**config.mk**
```make
export PLATFORM = sky130hd
export DESIGN_NAME = display_scanner_flat
export DESIGN_NICKNAME = d
export VERILOG_FILES = /design/src/rtl/display_scanner_if.sv /design/src/rtl/display_scanner.sv /design/src/flat_wrapper.sv
export SDC_FILE = /design/constraint.sdc
export NUM_CORES = 1
export LEC_CHECK = 0
export CELL_PAD_IN_SITES_DETAIL_PLACEMENT = 2
export CELL_PAD_IN_SITES_GLOBAL_PLACEMENT = 2
export CORE_MARGIN = 2
export CORE_UTILIZATION = 30
export DETAILED_ROUTE_END_ITERATION = 8
export PLACE_DENSITY_LB_ADDON = 0.1
export SKIP_LAST_GASP = 1
export SLEW_MARGIN = 20
export SYNTH_ARGS = -nofsm -noshare
export SYNTH_HDL_FRONTEND = slang
export SYNTH_SLANG_ARGS = --single-unit
```
**constraint.sdc**
```tcl
create_clock -name clk -period 2.85 [get_ports clk]
set_clock_uncertainty 0.05 [all_clocks]
set_input_delay 0.285 -clock clk [delete_from_list [all_inputs] [get_ports clk]]
set_output_delay 0.285 -clock clk [all_outputs]
set_load 0.01 [all_outputs]
```
**src/rtl/display_scanner_if.sv**
```systemverilog
// rtl/display_scanner_if.sv - digit data in, scanned 7-segment drive out
interface display_scanner_if #(
  parameter int N_DIGITS = 8,
  parameter int IW       = (N_DIGITS > 1) ? $clog2(N_DIGITS) : 1
);
  logic [4*N_DIGITS-1:0] digits;
  logic [N_DIGITS-1:0]   digit_en;
  logic [N_DIGITS-1:0]   blink_mask;
  logic [N_DIGITS-1:0]   dp_mask;
  logic [3:0]            bcd;
  logic [N_DIGITS-1:0]   anodes;
  logic                  dp;
  logic [IW-1:0]         digit_idx;

  modport master (
    output digits, digit_en, blink_mask, dp_mask,
    input  bcd, anodes, dp, digit_idx
  );

  modport slave (
    input  digits, digit_en, blink_mask, dp_mask,
    output bcd, anodes, dp, digit_idx
  );
endinterface

```
**src/rtl/display_scanner.sv**
```systemverilog
// rtl/display_scanner.sv - time-multiplexed 7-segment digit scanner
// with per-digit enable, blink and decimal-point masks.
module display_scanner #(
  parameter int N_DIGITS     = 8,
  parameter int SCAN_DIV     = 100000,
  parameter int BLANK_CYCLES = 16,
  parameter int BLINK_DIV    = 25000000
) (
  input logic          clk,
  input logic          reset,
  display_scanner_if.slave bus
);
  localparam int IW = (N_DIGITS > 1) ? $clog2(N_DIGITS) : 1;
  localparam int PW = $clog2(SCAN_DIV);
  localparam int BW = (BLINK_DIV > 1) ? $clog2(BLINK_DIV) : 1;

  localparam logic [PW-1:0]       presc_last = PW'(SCAN_DIV - 1);
  localparam logic [PW-1:0]       blank_end  = PW'(BLANK_CYCLES);
  localparam logic [IW-1:0]       idx_last   = IW'(N_DIGITS - 1);
  localparam logic [BW-1:0]       bcnt_last  = BW'(BLINK_DIV - 1);
  localparam logic [N_DIGITS-1:0] one_hot0   = N_DIGITS'(1);

  logic [PW-1:0] presc;
  logic [IW-1:0] idx;
  logic [BW-1:0] bcnt;
  logic          blink_off;
  logic          show;
  logic [3:0]    cur_bcd;

  // The first BLANK_CYCLES of each slot stay dark so the previous digit's
  // cathode pattern never ghosts onto the newly selected anode.
  always_comb begin
    show    = bus.digit_en[idx] & ~(bus.blink_mask[idx] & blink_off)
              & (presc >= blank_end);
    cur_bcd = bus.digits[{idx, 2'b00} +: 4];
  end

  always_ff @(posedge clk) begin
    if (reset) begin
      presc         <= '0;
      idx           <= '0;
      bcnt          <= '0;
      blink_off     <= 1'b0;
      bus.bcd       <= 4'hF;
      bus.anodes    <= '1;
      bus.dp        <= 1'b1;
      bus.digit_idx <= '0;
    end else begin
      if (presc == presc_last) begin
        presc <= '0;
        idx   <= (idx == idx_last) ? '0 : idx + 1'b1;
      end else begin
        presc <= presc + 1'b1;
      end

      if (bcnt == bcnt_last) begin
        bcnt      <= '0;
        blink_off <= ~blink_off;
      end else begin
        bcnt <= bcnt + 1'b1;
      end

      bus.bcd       <= cur_bcd;
      bus.digit_idx <= idx;
      bus.anodes    <= show ? ~(one_hot0 << idx) : '1;
      bus.dp        <= ~(show & bus.dp_mask[idx]);
    end
  end
endmodule

```
**src/flat_wrapper.sv**
```systemverilog
// flat-port wrapper written by rule: the top's interface ports become plain ports
module display_scanner_flat 
#(
  parameter int N_DIGITS     = 8,
  parameter int SCAN_DIV     = 100000,
  parameter int BLANK_CYCLES = 16,
  parameter int BLINK_DIV    = 25000000
)
  (clk, reset, bus_digits, bus_digit_en, bus_blink_mask, bus_dp_mask, bus_bcd, bus_anodes, bus_dp, bus_digit_idx);
  display_scanner_if #(.N_DIGITS(N_DIGITS)) bus_i ();
  input logic clk;
  input logic reset;
  input wire logic [$bits(bus_i.digits)-1:0] bus_digits;
  input wire logic [$bits(bus_i.digit_en)-1:0] bus_digit_en;
  input wire logic [$bits(bus_i.blink_mask)-1:0] bus_blink_mask;
  input wire logic [$bits(bus_i.dp_mask)-1:0] bus_dp_mask;
  output wire logic [$bits(bus_i.bcd)-1:0] bus_bcd;
  output wire logic [$bits(bus_i.anodes)-1:0] bus_anodes;
  output wire logic [$bits(bus_i.dp)-1:0] bus_dp;
  output wire logic [$bits(bus_i.digit_idx)-1:0] bus_digit_idx;
  assign bus_i.digits = bus_digits;
  assign bus_i.digit_en = bus_digit_en;
  assign bus_i.blink_mask = bus_blink_mask;
  assign bus_i.dp_mask = bus_dp_mask;
  assign bus_bcd = bus_i.bcd;
  assign bus_anodes = bus_i.anodes;
  assign bus_dp = bus_i.dp;
  assign bus_digit_idx = bus_i.digit_idx;
  display_scanner #(.N_DIGITS(N_DIGITS), .SCAN_DIV(SCAN_DIV), .BLANK_CYCLES(BLANK_CYCLES), .BLINK_DIV(BLINK_DIV)) u_core (.clk(clk), .reset(reset), .bus(bus_i));
endmodule
```
== Yosys cells after proc, flatten, opt, wreduce, memory -nomap -nowiden ==
Index checks and enable logic that the tools add are counted.

* Reductions and logical operators: 3
* Shifts and indexed selects: 2
* Add/sub/neg operators: 3
* Bitwise logic cells: 9
* Order comparisons: 2
* Muxes and demuxes: 7
* Equal/unequal tests: 3

{| class="wikitable"
|+ Operators with widths
! operator !! count
|-
| $shiftx 32x6->4 || 1
|-
| $add 25x1->25 const B || 1
|-
| $eq 25x25->1 const B || 1
|-
| $add 17x1->17 const B || 1
|-
| $eq 17x17->1 const B || 1
|-
| $ge 17x5->1 const B || 1
|-
| $bmux 1 s3 || 3
|-
| $not 8->8 || 1
|-
| $shl 1x3->8 const A || 1
|-
| $reduce_or 2->1 || 3
|-
| $and 1x1->1 || 4
|-
| $lt 3x4->1 const B || 1
|-
| $not 1->1 || 4
|-
| $add 3x1->3 const B || 1
|-
| $eq 3x3->1 const B || 1
|-
| $mux 1 || 3
|-
| $mux 3 || 1
|}

* Register bits after elaboration: 62
* Output and inout port bits: 16
* Bits of input ports: 58

== Depth between registers and ports, before layout ==
Gate-level depths: netlist of the first run.

* Depth after elaboration: 8
* Gate-level depth with buffers: 6
* Depth with buffers taken out: 5

== Worst setup path after synthesis of the first run ==
Ideal clock, no wire load.

* Path kind: register to register
* Start: reg u_core.presc[11]
* End: reg u_core.idx[0]
* Period minus slack after synthesis: 2.092 ns
* Stages on the path, launching flop included: 5
* Buffers on the path: 0
* Library setup time: 0.070 ns
* Data arrival time: 1.973 ns
* Slack: 0.758 ns
* Path through: dfxtp_1 or4_4 or4b_4 or4_1 a21oi_1

* Word-level cells in the longest chain between the ends: 1

{| class="wikitable"
|+ RTL lines
! what !! line !! text
|-
| start, declared || display_scanner.sv:23 || <nowiki>logic [PW-1:0] presc;</nowiki>
|-
| start signal, assigned || display_scanner.sv:53 || <nowiki>presc <= presc + 1'b1;</nowiki>
|-
| $eq 17x17->1 || display_scanner.sv:49 || <nowiki>if (presc == presc_last) begin</nowiki>
|-
| end signal, assigned || display_scanner.sv:51 || <nowiki>idx <= (idx == idx_last) ? '0 : idx + 1'b1;</nowiki>
|-
| end, declared || display_scanner.sv:24 || <nowiki>logic [IW-1:0] idx;</nowiki>
|}

No other way between the ends.
A chain may end at the register's enable or synchronous reset.

== Final worst setup path of the first run ==
* Start: reg u_core.presc[13]
* End: reg u_core.presc[9]

* Word-level cells in the longest chain between the ends: 2

{| class="wikitable"
|+ RTL lines
! what !! line
|-
| $eq 17x17->1 || display_scanner.sv:49
|-
| $reduce_or 2->1 (no line) || n/a
|}

No other way between the ends.

==> results of run 1 <==
==> cell usage after synthesis (6+ instances only) <==
| cell type | count |
|---|---|
| a21oi_1 | 21 |
| and3_1 | 7 |
| clkbuf_1 | 9 |
| dfxtp_1 | 62 |
| ha_1 | 9 |
| inv_1 | 10 |
| mux4_2 | 14 |
| nand2_1 | 22 |
| nand3_1 | 25 |
| nand4_1 | 20 |
| nor2_1 | 33 |
| o21ai_0 | 12 |
| o31ai_1 | 9 |
| or3_1 | 10 |
| or4_1 | 11 |
| xnor2_1 | 6 |
| xor2_1 | 15 |
==> cell families (layout without fill, tap and decap cells) <==
logic type | count (synthesis) | in the layout
DFF | 62 | 62
and+or+nand+nor | 146 | 146
AOI/OAI and AO/OA | 45 | 45
muxes | 14 | 14
adders and majority gates | 9 | 9
buffers and inverters | 26 | 104
xor gates and xnor gates | 21 | 21
==> worst max-delay path, delay by kind of cell (launching register included) <==
| family | cells | cell delay [ns] |
|---|---|---|
| AND/OR/NAND/NOR | 3 | 1.15 |
| flip-flops | 1 | 0.35 |
| AO/OA/AOI/OAI | 1 | 0.36 |
| buffers and inverters | 1 | 0.25 |
==> stage by stage <==
stage | worst slack (ns) | hold WS [ns] | instances
2_1_floorplan | 0.758 | 0.363 | 323
3_3_place_gp | 0.628 | 0.372 | 518
3_5_place_dp | 0.521 | 0.388 | 518
4_1_cts | 0.553 | 0.405 | 534
5_1_grt | 0.443 | 0.424 | 534
6_report | 0.577 | 0.395 | 534
==> placed cells by master, fill, tap and decap left out, types with 2 or more instances in the layout <==
master | synthesis | layout
inv_1 | 10 | 10
nor3_1 | 2 | 2
dfxtp_1 | 62 | 62
clkdlybuf4s50_1 | 0 | 73
buf_4 | 1 | 4
ha_1 | 9 | 9
and2_1 | 3 | 3
nand4_1 | 20 | 20
nand2_1 | 22 | 22
xnor2_1 | 6 | 6
clkbuf_8 | 2 | 11
nand3_1 | 25 | 25
and3_1 | 7 | 7
or4_1 | 11 | 11
nor4_1 | 3 | 3
xor2_1 | 15 | 15
nor2_1 | 33 | 33
clkinvlp_4 | 0 | 2
o31ai_1 | 9 | 8
mux4_2 | 14 | 14
bufinv_16 | 0 | 3
or3_1 | 10 | 10
o21ai_0 | 12 | 12
a21oi_1 | 21 | 21
and4_1 | 2 | 2
==> final cells by class <==
cell class	count	share of cell area, %
inverters	11	1.00
repair buffers	77	18.4
clock buffers	11	3.67
well taps	133	4.03
clock inverters	5	2.55
multi-input cells	235	40.3
flip-flops and latches	62	30.1
==> power breakdown <==
part	leakage, nW	internal (W)	switching (W)	total (W)
Clock	0.122	0.000629	0.000374	0.00100
Combinational	0.788	0.0000976	0.0000448	0.000142
Sequential	0.502	0.000876	0.00000879	0.000885
==> layer usage <==
| metal | global-route usage [%] | routed length [um] |
|---|---|---|
| met5 | 0 | 0 |
| met2 | 29.7 | 4490 |
| met3 | 3.93 | 365 |
| met1 | 21.5 | 4180 |
| met4 | 6.10 | 136 |
==> state kept, by name, indices dropped and copies added, names as in the netlist <==
signal                flops
u_core.bus.bcd            4
u_core.bus.anodes         8
u_core.bcnt              25
u_core.bus.digit_idx      3
u_core.presc             17
u_core.blink_off          1
u_core.idx                3
u_core.bus.dp             1
==> worst min path at each step <==
| stage | startpoint | endpoint | slack [ns] | depth (start not counted) |
|---|---|---|---|---|
| after global placement | u_core.bcnt[0] | u_core.bcnt[0] | 0.37 | 1 |
| after detailed placement | u_core.bcnt[0] | u_core.bcnt[0] | 0.39 | 1 |
| after floorplan | u_core.bcnt[0] | u_core.bcnt[0] | 0.36 | 1 |
| after CTS | u_core.bcnt[0] | u_core.bcnt[0] | 0.40 | 1 |
| after global routing | u_core.bcnt[0] | u_core.bcnt[0] | 0.42 | 1 |
| final | u_core.bcnt[0] | u_core.bcnt[0] | 0.40 | 1 |
==> flow_summary.json, run 1 <==
{
  "synth_top_area_cell": "dfxtp_1",
  "worstMarginPinSlew_ns": 0.684,
  "grt_overflow": 0,
  "leakagePower_nw": 1.41,
  "async_flop_share_pct": 0,
  "core-area_sq_um": 9820,
  "syn_to_final_growth_pct": 36.0,
  "critPathMaxStageDelay_ns": 0.55,
  "diodes": 0,
  "synth_fa_ha_area_share_pct": 3.71,
  "gp_congestion": 0.732,
  "min_period_over_period_pct": 79.8,
  "cp_max_fo": 11,
  "clk_latency_ns": 0.35,
  "syn_inst": 323,
  "synth-seq-cells": 62,
  "finalMaxSlewViolations": 0,
  "dr.pass1.iters": 4,
  "place_hpwl_mm": 6.82,
  "drt_iter0_markers": 61,
  "portBuffers": 73,
  "io_pins": 74,
  "grt_pass1_wl_mm": 15.2,
  "synth-edff-count": 0,
  "numCtsBuffers": 9,
  "cp-start-kind": "flip-flop",
  "cts_resized": 0,
  "fillers": 1108,
  "ir_worst_vdd_mv": 0.179,
  "ant_nets": 0,
  "fin_crit_ns": 2.27,
  "synth_top_area_share_pct": 40.9,
  "h-tree-depth": 3,
  "drive_gt1_share_pct": 10.2,
  "required_ns": 3.04,
  "cts_setup_buffers": 0,
  "rows": 36,
  "setup_viol": 0,
  "timing.setup.tns_ns": 0,
  "cts.sinks": 62,
  "relSlewSlack_pct": 53.8,
  "cp-startpoint": "u_core.presc[13]",
  "grt_max_degree": 26,
  "initial_core_util_pct": 30.9,
  "ctsHoldBuffers": 0,
  "multi_input_area_sq_um": 1660,
  "route.detailed.drc": 0,
  "finalInstanceArea_sq_um": 4130,
  "synth_area_sq_um": 3040,
  "synthMuxAreaShare_pct": 10.4,
  "grt_pass1_vias": 2970,
  "rsz0062_at_grt": "false",
  "clk_pin_slew_ns": 0.07,
  "maxCapViolations": 0,
  "critical_path_arrival_ns": 2.46,
  "reg2regPathDepth": 5,
  "track_usage_pct": 17.4,
  "synth-seq-area-share_pct": 40.9,
  "via_count": 2801,
  "cpMaxStageDelayCell": "or4b_4",
  "endpoint": "u_core.presc[9]",
  "rrSetupSlack_ns": 0.58,
  "ys.flop_type": "dfxtp_1",
  "avgSynthCellArea_sq_um": 9.40,
  "cts-root-buf": "clkbuf_8",
  "power_density_nw_per_um2": 492,
  "finalNetCount": 463,
  "worstPathCellList": "or4_4, or4b_4, o21ai_2, buf_4, nor2_1",
  "clk_path_buf_depth": 2,
  "seq_area_sq_um": 1240,
  "synth_top_family_by_area": "simple AND/OR/NAND/NOR gates",
  "synth.area.top_cells": "dfxtp_1 41%, mux4_2 10%, xor2_1 4.3%, nand3_1 4.1%, nand4_1 4.1%",
  "synth_xor_area_share_pct": 6.06,
  "post_drt_wl_per_cell_um": 17.2,
  "synthSimpleGateAreaFrac_pct": 25.9,
  "synth_compound_area_share_pct": 8.53,
  "yosys.cell_types.count": 37,
  "end_kind": "flip-flop",
  "power_w": 0.00203,
  "drt-vias-per-instance": 5.25,
  "antenna_found_initial": 0,
  "syn_nets": 390,
  "dieHeight_um": 105,
  "tritoncts": "done",
  "placed_cell_area_sq_um": 3870,
  "r2r_start": "u_core.presc[13]",
  "hp-class": "reg -> reg",
  "synth.yosys.warnings": 0,
  "hold_violations": 0,
  "outcome": "finished clean",
  "fmax_mhz": 440,
  "utilization_pct": 42.0,
  "dieWidth_um": 105,
  "path_class": "reg -> reg",
  "reg2reg_to": "u_core.presc[9]",
  "dieArea_sq_um": 10900,
  "drt-total-wl_mm": 9.17
}
Power figures use the tool's default switching activity.
==> inputs of run 2 (changes only) <==
==> constraint.sdc (replaced) <==
create_clock -name clk -period 2.2 [get_ports clk]
set_clock_uncertainty 0.05 [all_clocks]
set_input_delay 0.22 -clock clk [delete_from_list [all_inputs] [get_ports clk]]
set_output_delay 0.22 -clock clk [all_outputs]
set_load 0.01 [all_outputs]
==> run 2 against run 1 <==
Effect of this change:
- sequential power up 30%
- critical path type unchanged
- register-to-register slack worse by 0.54 ns
- largest cell class unchanged
- routed wire length down 0.14%
- combinational power up 35%
- via count up 0.57%
- final cell count up 2.2%
==> flow_summary.json, run 2 (synthesis results as in run 1) <==
{
  "outcome": "finished clean",
  "dr.pass1.iters": 4,
  "numCtsBuffers": 9,
  "setup_viol": 0,
  "min-delay-start": "u_core.bcnt[0]",
  "cp_max_fo": 3,
  "place_hpwl_mm": 6.93,
  "drive_gt1_share_pct": 13.1,
  "worst-path-buf-inv": 0,
  "worstMarginPinSlew_ns": 0.492,
  "min_to": "u_core.bcnt[0]",
  "post_drt_wl_per_cell_um": 16.8,
  "core-area_sq_um": 9820,
  "grt_overflow": 0,
  "tritoncts": "done",
  "fillers": 1100,
  "grt_pass1_wl_mm": 15.1,
  "cp-start-kind": "flip-flop",
  "mostFrequentLayoutCells": "73 x clkdlybuf4s50_1, 61 x dfxtp_1, 33 x nor2_1",
  "min_period_over_period_pct": 98.3,
  "largest_reg_flops": 25,
  "io_pins": 74,
  "route.detailed.drc": 0,
  "p_seq_share_pct": 44.5,
  "ctsHoldBuffers": 0,
  "fin_crit_ns": 2.16,
  "grt_max_degree": 26,
  "via_count": 2817,
  "critPathTopFamily": "simple AND/OR/NAND/NOR gates",
  "initial_core_util_pct": 30.9,
  "syn_to_final_growth_pct": 39.7,
  "use_met2_pct": 30.3,
  "multi_input_area_sq_um": 1660,
  "power_density_nw_per_um2": 608,
  "power_switching_w": 0.000516,
  "seq_area_sq_um": 1240,
  "dieHeight_um": 105,
  "path_class": "reg -> reg",
  "critPathMaxStageDelay_ns": 0.54,
  "hold_violations": 0,
  "mostFrequentLayoutCell": "clkdlybuf4s50_1",
  "drt-vias-per-instance": 5.16,
  "ant_nets": 0,
  "grt_pass1_vias": 2976,
  "relSlewSlack_pct": 67.1,
  "diodes": 0,
  "clk_latency_ns": 0.34,
  "rrSetupSlack_ns": 0.04,
  "rsz0062_at_grt": "false",
  "end_kind": "flip-flop",
  "hp-class": "reg -> reg",
  "h-tree-depth": 3,
  "holdWs_ns": 0.397,
  "rows": 36,
  "track_usage_pct": 17.3,
  "power_w": 0.00258,
  "met1_usage_pct": 20.4,
  "required_ns": 2.42,
  "portBuffers": 73,
  "critical_path_arrival_ns": 2.39,
  "reg2reg_to": "u_core.idx[0]",
  "ir_worst_vdd_mv": 0.294,
  "dieArea_sq_um": 10900,
  "gp_congestion": 0.732,
  "reg2regPathDepth": 4,
  "dieWidth_um": 105,
  "clkPwrFrac_pct": 48.1,
  "drt_iter0_markers": 52,
  "worstPathCellList": "or4_4, or4b_4, or4_1, a21oi_1",
  "met3_usage_pct": 3.93,
  "cts.sinks": 62,
  "fmax_mhz": 462,
  "p_int_w": 0.00206,
  "antenna_found_initial": 0,
  "timing.setup.tns_ns": 0,
  "critical_path_depth": 4,
  "cts-root-buf": "clkbuf_8",
  "busiest_layer": "met2",
  "regMostFlops": "u_core.bcnt",
  "min_path_cells": 1,
  "layout_top_registers": "u_core.bcnt x25, u_core.presc x17, u_core.bus.anodes x8",
  "r2r_start": "u_core.presc[11]",
  "combPwrFrac_pct": 7.5,
  "cpMaxStageDelayCell": "or4_4",
  "drt-total-wl_mm": 9.16,
  "clk_pin_slew_ns": 0.07,
  "finalNetCount": 475,
  "maxCapViolations": 0,
  "clk_path_buf_depth": 2,
  "leakagePower_nw": 1.49,
  "utilization_pct": 43.2,
  "finalMaxSlewViolations": 0,
  "p_sw_share_pct": 20.0
}
-- run 2: changes by cell type in the layout (fill, tap and decap cells not counted), sizes merged --
cell and delta:
clkbuf +3, bufinv -1, buf +12, clkinvlp -2
-- run 2: area by class of cell --
type	count	area share, %
clock inverter	2	1.42
clock buffer	14	4.54
multi-input combinational	235	39.2
timing repair buffer	89	20.7
sequential	62	29.3
inverter	11	0.974
tap	133	3.92
-- run 2: routing by layer --
metal  routed length, um  share of wire (%)  vias up
met3                 398                4.3       10
met5                   0                  0        -
met4                 125                1.4        0
met2                4580                 50       58
li1                    -                  -     1355
met1                4060                 44     1394
-- run 2: repair_timing --
item	CTS	global route
setup endpoints to repair	0	4
resized for setup	0	1
setup buffers	0	0
-- run 2: power groups by stage --
stage,Combinational (W),Sequential (W),Clock (W)
finish,0.000192,0.00115,0.00124
global route,0.000210,0.00115,0.00132
CTS,0.000196,0.00115,0.00128
detailed placement,0.000194,0.00117,0
global placement,0.000188,0.00117,0
floorplan,0.0000612,0.00117,0
-- run 2: how the worst max path moves through the flow --
stage,start,end,slack (ns)
4_1_cts,u_core.presc[11],u_core.idx[0],0.02
6_report,u_core.presc[11],u_core.idx[0],0.04
3_5_place_dp,u_core.presc[11],u_core.idx[0],0.06
2_1_floorplan,u_core.presc[11],u_core.idx[0],0.11
3_3_place_gp,u_core.presc[11],u_core.idx[0],0.09
5_1_grt,u_core.presc[11],u_core.idx[0],0.003
-- run 2: per-stage QoR --
step                setup WS, ns  instance area [sq um]  cells
floorplan                  0.108                   3040    323
CTS                       0.0219                   4240    546
global route             0.00318                   4240    546
finish                    0.0372                   4240    546
global placement          0.0910                   3990    530
detailed placement        0.0580                   3990    530
==> inputs of run 3 (changes only) <==
--- a/config.mk
+++ b/config.mk
@@ -10,6 +10,7 @@
 export CORE_MARGIN = 2
 export CORE_UTILIZATION = 30
 export DETAILED_ROUTE_END_ITERATION = 8
+export GPL_TIMING_DRIVEN = 0
 export PLACE_DENSITY_LB_ADDON = 0.1
 export SKIP_LAST_GASP = 1
 export SLEW_MARGIN = 20
==> run 3 against run 2 <==
Effect of this change:
- combinational power is 2% higher
- sequential share of layout area is 0.33 points higher
- routed wire length hardly changed
- die area stayed put
- non-clock buffer count is 2 higher
- power is 8.1% lower
- via count is 0.14% lower
- fmax is 0.85% lower
- hold slack worse by 0.35 ns
- register-to-register slack worse by 0.02 ns
- flip-flop and latch count stayed put
==> flow_summary.json, run 3 (synthesis results as in run 1) <==
{
  "outcome": "finished clean",
  "cts-root-buf": "clkbuf_8",
  "min_path_cells": 2,
  "power_w": 0.00237,
  "finalNetCount": 477,
  "holdWs_ns": 0.0459,
  "rsz0062_at_grt": "true",
  "cp-start-kind": "flip-flop",
  "critical_path_arrival_ns": 2.42,
  "setup_viol": 0,
  "regMostFlops": "u_core.bcnt",
  "drive_gt1_share_pct": 13.0,
  "antenna_found_initial": 0,
  "mostFrequentLayoutCell": "clkdlybuf4s50_1",
  "numCtsBuffers": 9,
  "min_period_over_period_pct": 99.1,
  "reg2reg_to": "u_core.idx[0]",
  "initial_core_util_pct": 30.9,
  "place_hpwl_mm": 6.99,
  "tritoncts": "done",
  "grt_pass1_vias": 2975,
  "layout_top_registers": "u_core.bcnt x25, u_core.presc x17, u_core.bus.anodes x8",
  "dieHeight_um": 105,
  "grt_pass1_wl_mm": 15.2,
  "dieArea_sq_um": 10900,
  "track_usage_pct": 17.5,
  "drt-vias-per-instance": 5.13,
  "cts.sinks": 62,
  "power_density_nw_per_um2": 565,
  "end_kind": "flip-flop",
  "timing.setup.tns_ns": 0,
  "rows": 36,
  "io_pins": 74,
  "mostFrequentLayoutCells": "72 x clkdlybuf4s50_1, 60 x dfxtp_1, 33 x nor2_1",
  "largest_reg_flops": 25,
  "syn_to_final_growth_pct": 38.3,
  "clk_path_buf_depth": 2,
  "core-area_sq_um": 9820,
  "dp_slack_ns": -0.535,
  "drt-total-wl_mm": 9.17,
  "diodes": 0,
  "maxCapViolations": 0,
  "clk_pin_slew_ns": 0.07,
  "fin_crit_ns": 2.18,
  "gp_congestion": 0.714,
  "hp-class": "in -> reg",
  "post_drt_wl_per_cell_um": 16.7,
  "cp_max_fo": 4,
  "reg2regPathDepth": 4,
  "rrSetupSlack_ns": 0.02,
  "portBuffers": 72,
  "fmax_mhz": 458,
  "grt_overflow": 0,
  "worstMarginPinSlew_ns": 0.574,
  "required_ns": 2.43,
  "min-delay-start": "reset",
  "utilization_pct": 42.7,
  "fin_ws_ns": 0.0187,
  "via_count": 2813,
  "ant_nets": 0,
  "ir_worst_vdd_mv": 0.225,
  "r2r_start": "u_core.presc[11]",
  "fillers": 1124,
  "hold_violations": 0,
  "grt_max_degree": 11,
  "finalMaxSlewViolations": 0,
  "relSlewSlack_pct": 61.2,
  "path_class": "reg -> reg",
  "dr.pass1.iters": 3,
  "leakagePower_nw": 1.46,
  "drt_iter0_markers": 56,
  "h-tree-depth": 3,
  "route.detailed.drc": 0,
  "min_to": "u_core.bus.digit_idx[0]",
  "dieWidth_um": 105,
  "clk_latency_ns": 0.35
}
[run 3: critical path, stage by stage (launching register included)]
cell,delay (ns)
dfxtp_2,0.34
or4_4,0.55
or4b_4,0.54
or4_1,0.49
a21oi_1,0.14
[run 3: layout make-up]
type                       count  area [sq um]  area share [%]
clock inverter                 4          45.0            1.07
timing repair buffer          77           758            18.1
buffer                        14           104            2.47
sequential                    62          1240            29.6
inverter                      11          41.3           0.984
clock buffer                  12           155            3.70
tap                          133           166            3.96
multi-input combinational    235          1680            40.1
[run 3: what timing repair did]
item	CTS	global route
resized for setup	9	9
pin swaps	2	2
hold buffers	0	0
setup buffers	2	3
endpoints found under the setup margin	38	27
[run 3: where the power goes]
group / internal (W) / switching [W]
clock: 0.000579 / 0.000451
sequential: 0.00114 / 0.00000907
combinational: 0.000133 / 0.0000628
[run 3: routing by layer]
metal  up-vias  part of all wire (%)  track usage [%]
met5         -                     0                0
met1      1386                    45             21.2
met4         0                   1.7             7.71
li1       1363                     -                -
met3        11                   3.9             3.74
met2        53                    50             30.0
[run 3: worst max path at each step]
stage	from	endpoint	slack (ns)	cells past startpoint
finish	u_core.presc[11]	u_core.idx[0]	0.02	4
global route	u_core.presc[11]	u_core.idx[0]	-0.03	4
CTS	u_core.presc[11]	u_core.idx[0]	0.009	4
detailed placement	u_core.bcnt[2]	u_core.bcnt[5]	-0.54	6
global placement	u_core.bcnt[2]	u_core.bcnt[5]	-0.49	6
floorplan	u_core.presc[11]	u_core.idx[0]	0.11	4
[run 3: metrics by stage]
step | std cells | area, sq um
after floorplan | 323 | 3040
after global placement | 528 | 3920
after detailed placement | 528 | 3920
after CTS | 546 | 4170
after global routing | 548 | 4200
final | 548 | 4200
